`config.mk`:
```
export PLATFORM = sky130hd
export DESIGN_NAME = lru_array_rmw
export DESIGN_NICKNAME = d
export VERILOG_FILES = /design/src/rtl/lru_array_rmw_pkg.sv /design/src/rtl/lru_array_rmw_single.sv /design/src/rtl/lru_array_rmw.sv
export SDC_FILE = /design/constraint.sdc
export NUM_CORES = 2
export LEC_CHECK = 0
export CELL_PAD_IN_SITES_DETAIL_PLACEMENT = 0
export CELL_PAD_IN_SITES_GLOBAL_PLACEMENT = 2
export CORE_MARGIN = 2
export CORE_UTILIZATION = 42
export DETAILED_ROUTE_END_ITERATION = 10
export PLACE_DENSITY_LB_ADDON = 0.1
export SYNTH_ARGS = -nofsm -noshare
export SYNTH_HDL_FRONTEND = slang
export SYNTH_SLANG_ARGS = --single-unit
```
`constraint.sdc`:
```
create_clock -name clk -period 14.15 [get_ports clk]
set_input_delay 1.415 -clock clk [delete_from_list [all_inputs] [get_ports clk]]
set_output_delay 1.415 -clock clk [all_outputs]
set_load 0.03 [all_outputs]
```
`src/rtl/lru_array_rmw_pkg.sv`:
```
// Shared types and constants for the per-set LRU rank array.
package lru_array_rmw_pkg;

  localparam int LRU_WAYS_W = 3;
  localparam int LRU_IDX_W  = 6;

  // One way's rank (0 = MRU) and one set's vector of ranks.
  typedef logic [LRU_WAYS_W-1:0] rankT;
  typedef rankT [2**LRU_WAYS_W-1:0] rankVecT;

  // Rank carried by the least recently used way.
  localparam rankT LRU_RANK = rankT'(2**LRU_WAYS_W - 1);

  // Controller states: INIT sweeps the array, RUN serves requests.
  typedef enum logic {INIT, RUN} stateT;

endpackage

```
`src/rtl/lru_array_rmw_single.sv`:
```
// Next-rank computation for a single way of a set.
module lru_single #(
  parameter int WIDTH = 3
) (
  input  logic [WIDTH-1:0] curLRU,
  input  logic [WIDTH-1:0] hitLRU,
  input  logic [WIDTH-1:0] init,
  input  logic             en,
  output logic [WIDTH-1:0] newLRU
);

  // The touched way takes init; younger ways age by one; older ways keep their rank.
  always_comb begin
    newLRU = curLRU;
    if (en) begin
      if (curLRU == hitLRU) begin
        newLRU = init;
      end else if (curLRU < hitLRU) begin
        newLRU = curLRU + WIDTH'(1);
      end
    end
  end

endmodule

```
`src/rtl/lru_array_rmw.sv`:
```
// Per-set true-LRU rank array with a two-stage read-modify-write pipeline.
// Handshake: a request is taken on any rising edge where req_en and
// req_ready are both high; req_ready never depends on req_en.
module lru_array_rmw
  import lru_array_rmw_pkg::*;
#(
  parameter int WAYS_W = LRU_WAYS_W,
  parameter int IDX_W  = LRU_IDX_W
) (
  input  logic              clk,
  input  logic              rst,
  input  logic              flush,
  input  logic              req_en,
  output logic              req_ready,
  input  logic [IDX_W-1:0]  req_idx,
  input  logic              req_alloc,
  input  logic [WAYS_W-1:0] req_way,
  output logic              vic_valid,
  output logic [WAYS_W-1:0] vic_way,
  output logic              busy
);

  localparam int NWAYS = 1 << WAYS_W;
  localparam int NSETS = 1 << IDX_W;
  localparam int VEC_W = NWAYS * WAYS_W;
  localparam logic [WAYS_W-1:0] LRU_R = '1;

  // Way w of a set lives at bits [w*WAYS_W +: WAYS_W] of the set's word.
  logic [VEC_W-1:0]  rankMem [NSETS];

  stateT             state;
  logic [IDX_W-1:0]  sweepCnt;
  logic              accept;
  logic              fwdHit;
  logic [VEC_W-1:0]  readVec;
  logic              bValid;
  logic [IDX_W-1:0]  bIdx;
  logic              bAlloc;
  logic [WAYS_W-1:0] bWay;
  logic [VEC_W-1:0]  bRanks;
  logic              bWrite;
  logic [WAYS_W-1:0] vicSel;
  logic [WAYS_W-1:0] touched;
  logic [WAYS_W-1:0] hitRank;
  logic [VEC_W-1:0]  newVec;

  // Identity ranking written by the sweep: way k holds rank k.
  function automatic logic [VEC_W-1:0] initVec();
    logic [VEC_W-1:0] v;
    v = '0;
    for (int k = 0; k < NWAYS; k++) begin
      v[k*WAYS_W +: WAYS_W] = WAYS_W'(k);
    end
    return v;
  endfunction

  assign accept    = (state == RUN) && req_en && !flush;
  assign req_ready = (state == RUN) && !flush;
  assign busy      = (state == INIT);
  assign bWrite    = bValid && !flush;
  assign vic_valid = bWrite;
  assign vic_way   = vicSel;

  // Stage A read; a same-set update sitting in stage B is forwarded so no stall is needed.
  always_comb begin
    fwdHit  = bValid && (bIdx == req_idx);
    readVec = fwdHit ? newVec : rankMem[req_idx];
  end

  // Stage B: locate the LRU way and pick the way being touched.
  always_comb begin
    vicSel = '0;
    for (int w = 0; w < NWAYS; w++) begin
      if (bRanks[w*WAYS_W +: WAYS_W] == LRU_R) begin
        vicSel = WAYS_W'(w);
      end
    end
    touched = bAlloc ? vicSel : bWay;
    hitRank = bRanks[int'(touched)*WAYS_W +: WAYS_W];
  end

  for (genvar g = 0; g < NWAYS; g++) begin : g_way
    lru_single #(.WIDTH(WAYS_W)) u_single (
      .curLRU (bRanks[g*WAYS_W +: WAYS_W]),
      .hitLRU (hitRank),
      .init   ('0),
      .en     (bValid),
      .newLRU (newVec[g*WAYS_W +: WAYS_W])
    );
  end

  // Controller FSM and pipeline registers; flush restarts the sweep and kills stage B.
  always_ff @(posedge clk or posedge rst) begin
    if (rst) begin
      state    <= INIT;
      sweepCnt <= '0;
      bValid   <= 1'b0;
      bIdx     <= '0;
      bAlloc   <= 1'b0;
      bWay     <= '0;
      bRanks   <= '0;
    end else if (flush) begin
      state    <= INIT;
      sweepCnt <= '0;
      bValid   <= 1'b0;
    end else begin
      case (state)
        INIT: begin
          bValid   <= 1'b0;
          sweepCnt <= sweepCnt + IDX_W'(1);
          if (sweepCnt == IDX_W'(NSETS - 1)) begin
            state <= RUN;
          end
        end
        RUN: begin
          bValid <= accept;
          if (accept) begin
            bIdx   <= req_idx;
            bAlloc <= req_alloc;
            bWay   <= req_way;
            bRanks <= readVec;
          end
        end
        default: state <= INIT;
      endcase
    end
  end

  // Rank storage: sweep writes the identity ranking, stage B writes back updates.
  always_ff @(posedge clk) begin
    if (!rst && !flush) begin
      if (state == INIT) begin
        rankMem[sweepCnt] <= initVec();
      end else if (bValid) begin
        rankMem[bIdx] <= newVec;
      end
    end
  end

endmodule

```
Word level (Yosys, flattened, before mapping) --
Memory sizes are Yosys's and may differ from the RTL's. Index checks and enable logic that the tools add are counted.
Word-level totals: register bits after elaboration 42, bits in writable memories 1536, input bits 14, output and inout bits 6, logic and storage cells 107, memories 1
Operators by class: add/subtract/negate cells 9, multipliers 1, magnitude comparators 8, equality and inequality tests 18, shifts and indexed selects 1, multiplexer cells 50, bitwise operators 2, reductions and logical operators 10
Memories:
- rankMem | depth 64, bits a word 24, rd ports 1, clocked after Yosys merged registers in 0, write ports 1, RTL line lru_array_rmw.sv:29 | logic [VEC_W-1:0] rankMem [NSETS];
Operator list (count):
- $mux W3 | 31
- $mux W24 | 2
- $add A3 B1 Y3 const B | 8
- $eq A3 B3 Y1 | 8
- $lt A3 B3 Y1 | 8
- $reduce_or A24 Y1 | 1
- $shiftx A24 B6 Y3 | 1
- $eq A3 B3 Y1 const B | 7
- $mux W6 | 3
- $mux W1 | 13
- $add A6 B1 Y6 const B | 1
- $eq A6 B6 Y1 | 1
- $eq A6 B6 Y1 const B | 1
- $logic_and A1 B1 Y1 | 6
- $mul A3 B2 Y5 const B | 1
- $reduce_and A3 Y1 | 1
- $logic_not A1 Y1 | 2
- $ne A2 B2 Y1 const B | 1
- $not A1 Y1 | 2
- $pmux W1 S2 | 1

Logic depth before layout (Yosys ltp) --
depth after elaboration 16, gate-level depth with buffers 17, gate-level depth less buffers 17

Modules after synthesis --
From an unflattened synthesis, not the netlist that was laid out.
Second synthesis, totals: cell total of the unflattened synthesis 3321, area, all modules 63285.7 sq um
By module, submodules not included:
- lru_array_rmw | instances 1, cells an instance 3105, area each 61864.3 sq um, sequential area each 47175.2 sq um
- lru_single | instances 8, cells an instance 27, area each 177.7 sq um, sequential area each 0.0 sq um

Worst setup path after synthesis --
No wires, ideal clock.
path kind register to register, from reg bRanks[15], to mem rankMem[0][15] (netlist bit) (data pin), library setup time 702 ps, data arrival time 6291 ps, required time 13448 ps, slack 7158 ps, cell stages (with the launch flop) 17, buffers on the path 1, clock period less this slack 6992 ps, path through dfrtp_1 ha_1 ha_1 nor2_2 nand2_1 a31oi_2 clkbuf_1 nand2_1 o211ai_1 o21ai_0 o21ai_0 ha_1 nand2b_1 and3_1 nor4_1 nor2_1 o21ai_0
Between the ends: cells in the longest elaborated chain, start to end 12, elaborated cells between the ends (all ways) 14, those cells by class add/sub (1); mul (1); order compare (1); eq/ne (2); shift (1); mux (8)
RTL lines:
- start, declared | RTL line lru_array_rmw.sv:40 | logic [VEC_W-1:0] bRanks;
- start signal, assigned | RTL line lru_array_rmw.sv:121 | bRanks <= readVec;
- $eq A3 B3 Y1 | RTL line lru_array_rmw.sv:74 | if (bRanks[w*WAYS_W +: WAYS_W] == LRU_R) begin
- $mux W3 (3 in a row) | RTL line lru_array_rmw.sv:74
- $mux W3 | RTL line lru_array_rmw.sv:78 | touched = bAlloc ? vicSel : bWay;
- $mul A3 B2 Y5 | RTL line lru_array_rmw.sv:79 | hitRank = bRanks[int'(touched)*WAYS_W +: WAYS_W];
- $shiftx A24 B6 Y3 | RTL line lru_array_rmw.sv:79
- $lt A3 B3 Y1 | RTL line lru_array_rmw_single.sv:18 | end else if (curLRU < hitLRU) begin
- $mux W3 | RTL line lru_array_rmw_single.sv:18
- $mux W3 | RTL line lru_array_rmw_single.sv:16 | if (curLRU == hitLRU) begin
- $mux W3 (*) | RTL line lru_array_rmw_single.sv:15 | if (en) begin
- $mux W24 (no line) (*)
- end, declared | RTL line lru_array_rmw.sv:29
Every way passes the cells marked *; elsewhere a longest branch is shown, timed or not.

Worst setup path after layout --
from reg bRanks[16], to mem rankMem[19][4] (netlist bit) (data pin)
Between the ends: cells in the longest elaborated chain, start to end 12, elaborated cells between the ends (all ways) 13, those cells by class mul (1); order compare (1); eq/ne (2); shift (1); mux (8)
RTL lines (RTL line):
- $eq A3 B3 Y1 | lru_array_rmw.sv:74
- $mux W3 (3 in a row) | lru_array_rmw.sv:74
- $mux W3 | lru_array_rmw.sv:78
- $mul A3 B2 Y5 | lru_array_rmw.sv:79
- $shiftx A24 B6 Y3 (*) | lru_array_rmw.sv:79
- $lt A3 B3 Y1 | lru_array_rmw_single.sv:18
- $mux W3 | lru_array_rmw_single.sv:18
- $mux W3 (*) | lru_array_rmw_single.sv:16
- $mux W3 (*) | lru_array_rmw_single.sv:15
- $mux W24 (no line) (*)
Marked as above.

==> results by group <==
Status
  • Status: completed

Setup path
  • CP Data Required Time: 14.69 ns
  • Reg-to-reg endpoint: rankMem[19][4]$_DFFE_PP_
  • Worst setup path category: flip-flop to flip-flop
  • R2R Setup Slk: 7.79 ns
  • WP data arrival: 6.89 ns
  • Crit-path max FO: 34
  • CP Capture Type: flip-flop
  • Worst reg2reg path depth: 16
  • Reg2Reg Launch Point: bRanks[16]$_DFFE_PP0P_
  • Crit path launch type: flip-flop

Route
  • Routed len/inst: 33.1 microns
  • DRT Wirelength: 173,000 microns
  • Antenna Nets Post-Route: 0
  • 1st-iter DRT viols: 3,088
  • # DRC: 0
  • First-pass DRT Iterations: 7
  • Vias after detailed routing: 31,000
  • Vias/cell: 5.93

Timing
  • Fin Clk Skew: 0.0333 ns
  • Setup Viol. Count Final: 0
  • Min cycle time layout: 6.36 ns
  • Final TNS setup: 0 ns
  • Max-slew violation count: 0
  • Least-Margin Pin Slew: 1.35 ns
  • Achievable Freq: 157 MHz
  • RSZ-0062 raised after global routing: no
  • Fin crit share: 0.449
  • Hold Vio Cnt, Final: 0
  • Worst slew margin: 0.0930

Power
  • PD cells: 134 mW/mm^2
  • Worst VDD drop: 0.117 mV
  • Leakage Power: 23.6 nW
  • Pwr Total: 9.67 mW

CTS
  • H-tree levels: 4
  • Worst-path clk slew: 0.06 ns
  • CTS resizes: 0
  • Worst skew pair latency: 0.79 ns
  • Clock Sinks: 1,578
  • Bufs on Longest Clock Path: 3
  • Post-CTS Setup Bufs: 0
  • Hold-fix buffers, CTS: 0
  • CTS tree: built
  • Root Buffer: clkbuf_16
  • CTS Buf Count: 169

Floorplan
  • Core area: 0.149 sq mm
  • Chip height: 392 microns
  • Initial core utilization: 0.422
  • Die area: 0.153 sq mm
  • Io pins: 20
  • Die W: 392 microns
  • Cell row count: 142

Synth
  • Netlist Area Pre-Place: 0.0631 sq mm
  • Synthesized net count: 2,983
  • Number of flops mapped to enable cells by yosys: 1,536
  • YS warnings: 0
  • Async SR Flop Fraction: 0.0266
  • Cells after Synth: 2,937
  • Most used DFF post-synth: edfxtp_1
  • Post-synthesis sequential area ratio: 0.748
  • Yosys cell types: 78
  • Seq cells post-synth: 1,578
  • Avg Inst Size Synth: 21.5 sq um

Hold path
  • Hold WC Path Type: flip-flop to flip-flop
  • Min-delay src: bWay[2]$_DFFE_PP0P_
  • Worst hold stages: 2
  • Worst Hold Path EP: bWay[2]$_DFFE_PP0P_

Place
  • DP HPWL: 94,700 microns
  • Port bufs: 19
  • Gpl congestion: 0.833

Global routing
  • Initial antenna violation count: 9
  • Global route overflow: 0
  • Pin count of the biggest net entering global routing: 142
  • Total global-route track usage: 0.229
  • First-pass GRT wire length: 244,000 microns
  • Vias in the first global route: 32,200

Final layout
  • Area growth, synth to finish: 14.1%
  • Share of cells above drive strength 1: 0.293
  • Fin util: 0.481
  • # nets final: 3,120

Flow run
  • Max-cap violations: 0
## worst max-delay path: stages, from the launching register on
cell	delay, ns
dfrtp_1	0.49
ha_1	0.24
ha_1	0.24
nor2_2	0.24
nand2_1	0.15
a31oi_2	0.58
nor2_1	0.09
a21oi_1	0.15
o21ai_0	0.11
o21ai_1	0.94
ha_1	0.42
nand2b_1	0.19
nand3_1	0.11
o22ai_1	0.09
or3_1	0.53
o22ai_4	0.96
buf_4	0.52
## layout by cell type, fill, tap and decap left out, types with 12 or more instances in the layout
master           count
nor2_4              65
a22o_1              15
nand2b_1            21
clkbuf_16          170
clkdlybuf4s50_1     13
inv_1               23
nand2_1            108
edfxtp_1          1536
clkbuf_1            30
a221oi_1            17
nor2b_1             18
ha_1                32
a211oi_1            30
clkinv_1            33
clkinv_2            34
mux4_2             470
o22ai_1             20
diode_2             12
dfrtp_1             42
o211ai_1            17
buf_4              109
nand3_1             46
nor2_1              48
a31oi_1             13
bufinv_16           13
o21ai_0             22
mux2i_1             26
a21oi_1             23
## per-stage QoR
step                cells  setup slack (ns)  hold slack, ns  cell area, sq um
detailed placement   4919              7.56           0.498             66600
CTS                  5220              7.82           0.526             71900
global route         5220              7.30           0.565             71900
finish               5232              7.79           0.527             71900
floorplan            2937              7.16           0.447             63100
global placement     4919              7.62           0.467             66600
## state kept, by name, indices dropped and copies added, names as in the netlist
signal / flops
bAlloc: 1
rankMem: 1536
sweepCnt: 6
bRanks: 24
bWay: 3
bValid: 1
bIdx: 6
state: 1
## worst max path at each step
stage	from	end	cells after the start
5_1_grt	bRanks[13]$_DFFE_PP0P_	rankMem[19][4]$_DFFE_PP_	16
2_1_floorplan	bRanks[15]$_DFFE_PP0P_	rankMem[0][15]$_DFFE_PP_	16
6_report	bRanks[16]$_DFFE_PP0P_	rankMem[19][4]$_DFFE_PP_	16
3_3_place_gp	req_idx[0]	bRanks[17]$_DFFE_PP0P_	10
3_5_place_dp	req_idx[0]	bRanks[17]$_DFFE_PP0P_	10
4_1_cts	bRanks[16]$_DFFE_PP0P_	rankMem[19][4]$_DFFE_PP_	16
## report_power, final
group          total, mW  switching [mW]  internal [mW]
Sequential          5.07          0.0115           5.06
Combinational      0.335           0.211          0.124
Clock               4.26            1.82           2.45
Total               9.67            2.04           7.63
## Yosys cell counts, types with 4 or more instances
cell	instances	area [sq um]
buf_1	12	45.0
xnor2_1	5	43.8
o31ai_1	4	30.0
nor2b_1	19	119
clkbuf_1	80	300
nand2b_1	21	131
nor3_1	11	55.1
and2_1	5	31.3
dfrtp_1	42	1050
and3_1	9	56.3
nor3b_1	5	37.5
edfxtp_1	1536	46100
a211oi_1	31	233
nor2_1	114	428
buf_4	12	90.1
o22ai_1	23	144
a22o_1	15	131
maj3_1	4	40.0
o2111ai_1	5	43.8
inv_1	24	90.1
a221oi_1	17	149
mux2i_1	26	260
nand2_1	108	405
o221ai_1	12	105
nand4_1	6	37.5
buf_2	51	255
o311ai_0	4	35.0
a21oi_1	25	125
or2_2	5	31.3
xor2_1	5	43.8
a31oi_1	13	81.3
ha_1	32	400
nand3_1	48	240
a22oi_1	11	82.6
nor4_1	9	56.3
o21a_1	4	30.0
or3_1	9	56.3
buf_6	7	78.8
o211ai_1	17	128
mux4_2	470	10600
o21ai_0	24	120
o32ai_1	5	43.8
## final cells by class
class	count	area, sq um
inverters	27	101
multi-input cells	1169	15700
clock inverters	101	953
repair buffers	129	1050
diodes	12	30.0
clock buffers	200	4370
flip-flops and latches	1578	47200
fillers	12100	77500
well taps	2016	2520
## layer usage
metal  up-vias  wire length [microns]  GRT usage
met5         -                      0          0
met1     17000                  73500      0.322
met4         0                   4560     0.0633
met2       983                  84200      0.372
met3       234                  10700     0.0378
li1      12800                      -          -
## cells by family after synthesis
group,count (synthesis),share of synthesized area
flip-flops,1578,0.748
AO/OA/AOI/OAI,245,0.0293
multiplexers,499,0.173
adder cells (fa/ha/maj),36,0.00698
buffers and inverters,190,0.0139
XOR/XNOR,10,0.00139
AND/OR/NAND/NOR,379,0.0279
(Power assumes the default switching activity.)
